## src/rtl/sram_bus_arbiter_pkg.sv

```systemverilog
// Shared types and constants for the IF/MEM sram bus arbiter.
// Owner encoding and the packed command layout used to mux the two
// requesters onto the single shared bus.
package sram_bus_arbiter_pkg;

   // Who issued an outstanding transaction; stored in the owner FIFO.
   typedef enum logic {
      OWNER_INST = 1'b0,
      OWNER_DATA = 1'b1
   } owner_e;

   // sram-like transfer sizes.
   localparam logic [1:0] SRAM_SIZE_BYTE = 2'd0;
   localparam logic [1:0] SRAM_SIZE_HALF = 2'd1;
   localparam logic [1:0] SRAM_SIZE_WORD = 2'd2;

   // {wr, size, addr, wstrb, wdata}
   localparam int SRAM_CMD_WIDTH = 1 + 2 + 32 + 4 + 32;

   typedef struct packed {
      logic        wr;
      logic [1:0]  size;
      logic [31:0] addr;
      logic [3:0]  wstrb;
      logic [31:0] wdata;
   } sram_cmd_t;

   // Flatten one requester's command fields so both sides can be muxed as
   // a single vector.
   function automatic logic [SRAM_CMD_WIDTH-1:0] pack_cmd(
      input logic        wr,
      input logic [1:0]  size,
      input logic [31:0] addr,
      input logic [3:0]  wstrb,
      input logic [31:0] wdata
   );
      return {wr, size, addr, wstrb, wdata};
   endfunction

endpackage

```

## src/rtl/sram_bus_arbiter_owner_fifo.sv

```systemverilog
// In-order record of who owns each issued-but-unreturned bus transaction.
// One bit per entry; head names the requester the next response belongs to.
// Simultaneous push and pop leave the occupancy unchanged.
module sram_bus_arbiter_owner_fifo
   import sram_bus_arbiter_pkg::*;
#(
   parameter int DEPTH = 2,
   parameter int PTR_W = $clog2(DEPTH)
) (
   input  logic   clk,
   input  logic   reset,
   input  logic   push,
   input  owner_e push_owner,
   input  logic   pop,
   output logic   full,
   output logic   empty,
   output owner_e head
);

   // A depth-1 FIFO has no pointer bits; keep a 1-bit pointer that stays 0.
   localparam int IDX_W = (DEPTH > 1) ? PTR_W : 1;
   localparam int CNT_W = PTR_W + 1;

   owner_e             mem [DEPTH];
   logic [IDX_W-1:0]   wr_ptr_q;
   logic [IDX_W-1:0]   rd_ptr_q;
   logic [CNT_W-1:0]   count_q;
   logic               do_push;
   logic               do_pop;

   // Pointer advance wrapping modulo DEPTH (DEPTH need not fill IDX_W).
   function automatic logic [IDX_W-1:0] ptr_next(input logic [IDX_W-1:0] p);
      if (DEPTH == 1) return '0;
      if (p == IDX_W'(DEPTH - 1)) return '0;
      return p + IDX_W'(1);
   endfunction

   assign full    = (count_q == CNT_W'(DEPTH));
   assign empty   = (count_q == '0);
   assign head    = mem[rd_ptr_q];
   assign do_pop  = pop && !empty;
   // A pop in the same cycle frees the slot the push needs.
   assign do_push = push && (!full || do_pop);

   // Pointer and occupancy bookkeeping.
   always_ff @(posedge clk) begin
      if (reset) begin
         wr_ptr_q <= '0;
         rd_ptr_q <= '0;
         count_q  <= '0;
      end else begin
         if (do_push) wr_ptr_q <= ptr_next(wr_ptr_q);
         if (do_pop)  rd_ptr_q <= ptr_next(rd_ptr_q);
         case ({do_push, do_pop})
            2'b10:   count_q <= count_q + CNT_W'(1);
            2'b01:   count_q <= count_q - CNT_W'(1);
            default: count_q <= count_q;
         endcase
      end
   end

   // Owner storage; contents are only meaningful between push and pop.
   always_ff @(posedge clk) begin
      if (do_push) mem[wr_ptr_q] <= push_owner;
   end

endmodule

```

## src/rtl/sram_bus_arbiter.sv

```systemverilog
// Shares one sram-like bus between the IF (instruction) and MEM (data)
// requesters. Data wins address arbitration; a request left waiting for
// bus_addr_ok locks the grant so the presented command stays stable.
// Responses are steered back in issue order via the owner FIFO.
module sram_bus_arbiter
   import sram_bus_arbiter_pkg::*;
#(
   parameter int MAX_OUTSTANDING = 2,
   parameter int OWNER_PTR_W     = $clog2(MAX_OUTSTANDING)
) (
   input  logic        clk,
   input  logic        reset,

   input  logic        inst_req,
   input  logic        inst_wr,
   input  logic [1:0]  inst_size,
   input  logic [31:0] inst_addr,
   input  logic [3:0]  inst_wstrb,
   input  logic [31:0] inst_wdata,
   output logic        inst_addr_ok,
   output logic        inst_data_ok,
   output logic [31:0] inst_rdata,

   input  logic        data_req,
   input  logic        data_wr,
   input  logic [1:0]  data_size,
   input  logic [31:0] data_addr,
   input  logic [3:0]  data_wstrb,
   input  logic [31:0] data_wdata,
   output logic        data_addr_ok,
   output logic        data_data_ok,
   output logic [31:0] data_rdata,

   output logic        bus_req,
   output logic        bus_wr,
   output logic [1:0]  bus_size,
   output logic [31:0] bus_addr,
   output logic [3:0]  bus_wstrb,
   output logic [31:0] bus_wdata,
   input  logic        bus_addr_ok,
   input  logic        bus_data_ok,
   input  logic [31:0] bus_rdata,

   output logic        spurious_rsp
);

   logic [SRAM_CMD_WIDTH-1:0] inst_cmd;
   logic [SRAM_CMD_WIDTH-1:0] data_cmd;
   logic [SRAM_CMD_WIDTH-1:0] gnt_cmd;
   sram_cmd_t                 bus_cmd;

   owner_e grant;
   owner_e lock_owner_q;
   logic   lock_q;
   logic   gnt_req;
   logic   issue;
   logic   accept;

   logic   fifo_full;
   logic   fifo_empty;
   owner_e fifo_head;
   logic   rsp_valid;
   logic   spurious_q;

   assign inst_cmd = pack_cmd(inst_wr, inst_size, inst_addr, inst_wstrb, inst_wdata);
   assign data_cmd = pack_cmd(data_wr, data_size, data_addr, data_wstrb, data_wdata);

   // Grant selection: a pending lock wins, otherwise data has priority.
   always_comb begin
      grant = OWNER_INST;
      if (lock_q)
         grant = lock_owner_q;
      else if (data_req)
         grant = OWNER_DATA;
      gnt_req = (grant == OWNER_DATA) ? data_req : inst_req;
      gnt_cmd = (grant == OWNER_DATA) ? data_cmd : inst_cmd;
   end

   // Full is a registered count, so bus_data_ok never reaches bus_req
   // combinationally; a pop frees the slot for the following cycle.
   assign issue  = gnt_req && !fifo_full && !reset;
   assign accept = issue && bus_addr_ok;

   assign bus_cmd   = reset ? '0 : sram_cmd_t'(gnt_cmd);
   assign bus_req   = issue;
   assign bus_wr    = bus_cmd.wr;
   assign bus_size  = bus_cmd.size;
   assign bus_addr  = bus_cmd.addr;
   assign bus_wstrb = bus_cmd.wstrb;
   assign bus_wdata = bus_cmd.wdata;

   assign inst_addr_ok = accept && (grant == OWNER_INST);
   assign data_addr_ok = accept && (grant == OWNER_DATA);

   // A response only belongs to someone if a transaction is outstanding.
   assign rsp_valid    = bus_data_ok && !fifo_empty && !reset;
   assign inst_data_ok = rsp_valid && (fifo_head == OWNER_INST);
   assign data_data_ok = rsp_valid && (fifo_head == OWNER_DATA);
   assign inst_rdata   = reset ? '0 : bus_rdata;
   assign data_rdata   = reset ? '0 : bus_rdata;

   assign spurious_rsp = spurious_q && !reset;

   // Hold the grant on a requester whose address phase is still waiting.
   always_ff @(posedge clk) begin
      if (reset) begin
         lock_q       <= 1'b0;
         lock_owner_q <= OWNER_INST;
      end else if (issue && !bus_addr_ok) begin
         lock_q       <= 1'b1;
         lock_owner_q <= grant;
      end else if (accept) begin
         lock_q       <= 1'b0;
      end
   end

   // Sticky flag for a bus response that nobody was waiting for.
   always_ff @(posedge clk) begin
      if (reset)
         spurious_q <= 1'b0;
      else if (bus_data_ok && fifo_empty)
         spurious_q <= 1'b1;
   end

   sram_bus_arbiter_owner_fifo #(
      .DEPTH (MAX_OUTSTANDING),
      .PTR_W (OWNER_PTR_W)
   ) u_owner_fifo (
      .clk        (clk),
      .reset      (reset),
      .push       (accept),
      .push_owner (grant),
      .pop        (rsp_valid),
      .full       (fifo_full),
      .empty      (fifo_empty),
      .head       (fifo_head)
   );

endmodule

```

## config.mk

```make
export PLATFORM = sky130hd
export DESIGN_NAME = sram_bus_arbiter
export DESIGN_NICKNAME = d
export VERILOG_FILES = /design/src/rtl/sram_bus_arbiter_pkg.sv /design/src/rtl/sram_bus_arbiter_owner_fifo.sv /design/src/rtl/sram_bus_arbiter.sv
export SDC_FILE = /design/constraint.sdc
export NUM_CORES = 1
export LEC_CHECK = 0
export CAP_MARGIN = 10
export CORE_AREA = 2 2 126 128
export DETAILED_ROUTE_END_ITERATION = 10
export DIE_AREA = 0 0 128 130
export HOLD_SLACK_MARGIN = 0.05
export PLACE_DENSITY_LB_ADDON = 0.12
export SETUP_SLACK_MARGIN = 0.5
export SLEW_MARGIN = 10
export SYNTH_ARGS = -nofsm -noshare
export SYNTH_HDL_FRONTEND = slang
export SYNTH_SLANG_ARGS = --single-unit
```

## constraint.sdc

```tcl
create_clock -name clk -period 5.05 [get_ports clk]
set_clock_uncertainty 0.2 [all_clocks]
set_input_delay 1.515 -clock clk [delete_from_list [all_inputs] [get_ports clk]]
set_output_delay 1.515 -clock clk [all_outputs]
set_load 0.02 [all_outputs]
```

==> results.yml, run 1 <==
die:
  coreArea_um2: 15420
  die_area_um2: 16640
  start_util_pct: 13.36
  die_w_um: 128
  rows: 46
  dieHeight_um: 130
  ios: 321
critical_path:
  cp-start-kind: "input port"
  cp.arrival_ns: 2.80
  r2r-start: "u_owner_fifo.count_q[0]"
  critPathLaunch: "bus_rdata[0]"
  r2r-end: "u_owner_fifo.count_q[1]"
  rrSetupSlack_ns: 2.85
  worst_setup_path_end_kind: "primary output"
  worst_r2r_path_depth: 8
  path_class: "in -> out"
  required_ns: 3.34
  critPathMaxFanout: 2
hold_path:
  hold_class: "reg -> reg"
  holdPathStages: 2
  worstHoldStart: "spurious_q"
  min_to: "spurious_q"
place:
  placed_cell_area_um2: 5165
  place_congestion: 0.7445
  dp_hpwl_um: 9545
  dpl_worst_slack_ns: -0.2964
  port_buffers: 320
  dp_cells: 818
synth:
  syn_nets: 534
  synth-seq-cells: 10
  synth.distinct_cells: 27
  ys.warnings.count: 0
  avgSynthCellArea_um2: 5.838
  ys_seq_area_share_pct: 10.69
  syn_inst: 353
  synth_area_um2: 2061
pwr:
  intPower_mw: 0.4742
  totalPowerFinal_mw: 0.7766
  switching_share_pct: 38.94
  clkPwrFrac_pct: 17.4
  power_frac_comb_pct: 70.2
  switchingPower_mw: 0.3024
  pwr_density_cell_nw_per_um2: 150.4
  peakVddDrop_uv: 95.63
  leakage_nw: 2.252
  pwr-share-seq_pct: 12.4
timing:
  clock.fmax_ghz: 0.2216
  rsz0062_at_grt: "no"
  drv_slew: 0
  tns_ns: 0
  relSlewSlack_pct: 69.22
  layout_min_cycle_time_ns: 4.512
  finalSetupViolCount: 0
  hold_viol: 0
  period_share_pct: 89.35
  worstMarginPinSlew_ns: 0.4617
  setup_slack_ns: 0.5377
  whs_ns: 0.2615
global_routing:
  grt_pass1_vias: 2940
  antenna_found_initial: 0
  grt_max_degree: 61
  grt_pass1_wl_um: 16980
  track_usage_pct: 12.99
  grt_overflow: 0
drt:
  vias: 3234
  drtPass1Iterations: 4
  drt_wl_total_um: 12180
  wl_per_cell_um: 14.75
  postRouteAntennaNets: 0
  drtIter0Drc: 84
  drcViolationCount: 0
  viasPerCell: 3.915
clock_tree:
  clock_path_buffers: 2
  cts_made_buffers: 3
  clkSinkCount: 10
  cts_htree_levels: 1
  clockRootBuffer: "clkbuf_16"
  clk_latency_ns: 0.23
  tritoncts: "built"
  clk_pin_slew_ns: 0.04
final_layout:
  layout-drive-gt1-share_pct: 17.35
  final_area_um2: 5162
  final_util_pct: 33.47
  instances_no_fill: 826
  area_growth_pct: 150.5
  fillers: 1661
  nets: 817
  multi_input_area_um2: 1391
  seq_area_um2: 220.2
  n_antenna_cell: 0
flow_run:
  cap_violations: 0
run_status:
  run_status: "completed"
## power by group through the flow
stage	clock network, mW	registers [mW]	logic (mW)
floorplan	0	0.0964	0.273
global placement	0	0.0978	0.561
detailed placement	0	0.0980	0.562
CTS	0.139	0.0967	0.556
global route	0.142	0.0975	0.585
finish	0.135	0.0964	0.545
## cell usage after synthesis
cell type  number  area share, %
a21bo_2         1           0.49
a21oi_1        66             16
a21oi_2         8            3.4
and2_1          2           0.61
and3_1          1           0.30
buf_2           1           0.24
buf_4          32             12
buf_6          14            7.7
clkbuf_1       11            2.0
dfxtp_1         8            7.8
edfxtp_1        2            2.9
ha_1            1           0.61
inv_1           1           0.18
inv_8           1           0.55
mux2i_1         3            1.5
mux2i_4         1            1.1
nand2_1       137             25
nand2_2         8            2.4
nand3_1         1           0.24
nor2_1         10            1.8
nor2b_1        34             10
nor3_1          3           0.73
o211a_1         1           0.49
o21ai_0         2           0.49
or3_1           1           0.30
xnor2_1         1           0.43
xor2_1          2           0.85
## cell families after synthesis
group / synth area share (%)
mux: 2.550
buf+inv: 22.28
xor+xnor: 1.275
compound gates: 20.89
simple gates: 41.71
fa+ha+maj: 0.6071
flops: 10.69
## registers in the layout, indices dropped and copies added (netlist names), named ones only
| register | count |
|---|---|
| u_owner_fifo.count_q | 2 |
| u_owner_fifo.mem | 2 |
| lock_owner_q | 1 |
| lock_q | 1 |
| spurious_q | 1 |
| u_owner_fifo.rd_ptr_q | 1 |
| u_owner_fifo.wr_ptr_q | 1 |
## how the worst max path moves through the flow
stage | endpoint | slack (ns)
after floorplan | bus_addr[25] | 0.83
after global placement | bus_wdata[29] | -0.27
after detailed placement | bus_wdata[29] | -0.30
after CTS | bus_wdata[29] | 0.42
after global routing | data_rdata[4] | 0.50
final | inst_rdata[0] | 0.54
## layout make-up
cell class,count,share of cell area [%]
timing repair buffer,335,61.83
inverter,2,0.4605
timing repair inverter,1,0.3878
multi-input combinational,283,26.95
tap,192,4.653
clock buffer,3,1.454
sequential,10,4.266
## critical path, stage by stage
cell,delay [ns]
clkdlybuf4s50_1,0.46
nor2b_1,0.18
clkdlybuf4s50_1,0.64
## timing repair
action | CTS | global route
setup endpoints to repair | 138 | 71
pin swaps | 1 | 3
setup buffers | 3 | 1
hold buffers | 0 | 0
gates cloned | 1 | 0
resized for setup | 278 | 24
## cell usage in the layout, fill, tap and decap left out, drive strengths merged
cell / netlist / layout
inv: 2 / 3
dfxtp: 8 / 8
nor2b: 34 / 34
xnor2: 1 / 1
o21ai: 2 / 2
nor2: 10 / 10
clkdlybuf4s50: 0 / 232
clkbuf: 11 / 4
nand3: 1 / 1
clkdlybuf4s15: 0 / 25
o211a: 1 / 1
nor3: 3 / 3
edfxtp: 2 / 2
and2: 2 / 2
ha: 1 / 1
nand2: 145 / 145
xor2: 2 / 2
buf: 47 / 66
dlygate4sd2: 0 / 3
dlymetal6s2s: 0 / 8
a21bo: 1 / 1
a21oi: 74 / 74
and3: 1 / 1
or3: 1 / 1
mux2i: 4 / 4
## metal layers
layer	share of wire, %	global-route usage, %	vias up
li1	-	-	1660
met5	0	0	-
met3	5.8	1.968	6
met4	0.80	2.004	0
met1	41	16.07	1433
met2	53	24.25	135
Note: power is estimated with default switching activity, not from simulation.
==> run 2: changes to the inputs <==
--- a/config.mk
+++ b/config.mk
@@ -11,6 +11,7 @@
 export DIE_AREA = 0 0 128 130
 export HOLD_SLACK_MARGIN = 0.05
 export PLACE_DENSITY_LB_ADDON = 0.12
+export RECOVER_POWER = 25
 export SETUP_SLACK_MARGIN = 0.5
 export SLEW_MARGIN = 10
 export SYNTH_ARGS = -nofsm -noshare
==> results.yml, run 2 (synthesis gave the netlist of run 1 again) <==
flow_run:
  cap_violations: 0
final_layout:
  area_growth_pct: 145.6
  final_common_cell: "clkdlybuf4s50_1"
  n_antenna_cell: 0
  mostFrequentLayoutCells: "clkdlybuf4s50_1, nand2_1, a21oi_1"
  nets: 817
  largestRegisters: "u_owner_fifo.count_q: 2 flops, u_owner_fifo.mem: 2 flops"
  final_util_pct: 32.81
  layout-drive-gt1-share_pct: 14.20
critical_path:
  r2r-start: "u_owner_fifo.count_q[0]"
  cp-start-kind: "input port"
  critPathTopFamily: "buffers and inverters"
  rrSetupSlack_ns: 2.76
  path_cells: "dlygate4sd3_1, o21ai_0, nor2_1, and2_1, clkdlybuf4s15_2"
  r2r-end: "u_owner_fifo.count_q[1]"
  required_ns: 3.34
  path_class: "in -> out"
  cp.arrival_ns: 2.83
  crit_buf_inv: 2
  worst_setup_path_end_kind: "primary output"
  slowest_stage: "dlygate4sd3_1"
  critPathMaxFanout: 3
  worst_r2r_path_depth: 8
  max_stage_delay_ns: 0.54
die:
  dieHeight_um: 130
  start_util_pct: 13.36
  ios: 321
  coreArea_um2: 15420
  die_area_um2: 16640
  die_w_um: 128
  rows: 46
place:
  place_congestion: 0.7445
  dp_hpwl_um: 9545
  port_buffers: 320
  dpl_worst_slack_ns: -0.2964
run_status:
  run_status: "completed"
timing:
  setup_slack_ns: 0.5082
  finalSetupViolCount: 0
  period_share_pct: 89.94
  hold_viol: 0
  rsz0062_at_grt: "no"
  layout_min_cycle_time_ns: 4.542
  relSlewSlack_pct: 69.43
  drv_slew: 0
  clock.fmax_ghz: 0.2202
  worstMarginPinSlew_ns: 0.4585
clock_tree:
  clk_latency_ns: 0.23
  clockRootBuffer: "clkbuf_16"
  cts_htree_levels: 1
  clock_path_buffers: 2
  cts_made_buffers: 3
  cts-hold-fix-buffers: 0
  clk_pin_slew_ns: 0.04
  clkSinkCount: 10
  tritoncts: "built"
drt:
  drcViolationCount: 0
  vias: 3246
  postRouteAntennaNets: 0
  drt_wl_total_um: 12210
  wl_per_cell_um: 14.78
  drtPass1Iterations: 4
  drtIter0Drc: 86
  viasPerCell: 3.930
pwr:
  leakage_nw: 2.096
  pwr_density_cell_nw_per_um2: 151.8
  peakVddDrop_uv: 95.20
  totalPowerFinal_mw: 0.7683
global_routing:
  track_usage_pct: 12.99
  grt_overflow: 0
  grt_pass1_wl_um: 16980
  antenna_found_initial: 0
  grt_max_degree: 61
  grt_pass1_vias: 2940
hold_path:
  min_to: "spurious_q"
  worstHoldStart: "spurious_q"
  holdPathStages: 2
  hold_class: "reg -> reg"
run 2: worst max path at each step:
stage	from	end	slack, ns	cells past startpoint
after floorplan	data_req	bus_addr[25]	0.83	4
after global placement	data_req	bus_wdata[29]	-0.27	6
after detailed placement	data_req	bus_wdata[29]	-0.30	6
after CTS	data_req	bus_wdata[29]	0.42	8
after global routing	bus_data_ok	inst_data_ok	0.44	5
final	bus_data_ok	inst_data_ok	0.51	5
run 2: routing by layer:
layer | share of wire (%) | up-vias | global-route usage, %
met2 | 53 | 132 | 24.25
met4 | 0.86 | 0 | 2.004
li1 | - | 1660 | -
met3 | 5.6 | 8 | 1.968
met5 | 0 | - | 0
met1 | 41 | 1446 | 16.07
run 2: metrics by stage:
stage	setup TNS [ns]	cells	hold slack (ns)	instance area, um2
floorplan	0	353	0.2290	2061
global placement	-12.74	818	0.2446	5165
detailed placement	-14.61	818	0.2579	5165
CTS	0	825	0.2666	5200
global route	0	826	0.3031	5061
finish	0	826	0.2615	5061
run 2: what timing repair did:
item	4_1_cts	5_1_grt
resized for setup	278	24
pin swaps	1	3
cloned	1	0
buffers inserted	3	1
endpoints found under the setup margin	138	71
run 2: where the power goes:
group          switching [mW]  internal [mW]
clock                  0.0332          0.102
sequential            0.00590         0.0899
combinational           0.263          0.274
total                   0.302          0.467
run 2: worst min-delay path, cell delays in order (launching register included):
cell	delay [ns]
dfxtp_1	0.32
a21oi_1	0.04
nor2_1	0.07
run 2: final cells by class:
| type | instances | area, um2 |
|---|---|---|
| inverter | 2 | 23.77 |
| multi-input combinational | 283 | 1369 |
| timing repair inverter | 1 | 20.02 |
| tap | 192 | 240.2 |
| fill | 1681 | 10360 |
| timing repair buffer | 335 | 3113 |
| clock buffer | 3 | 75.07 |
| sequential | 10 | 220.2 |
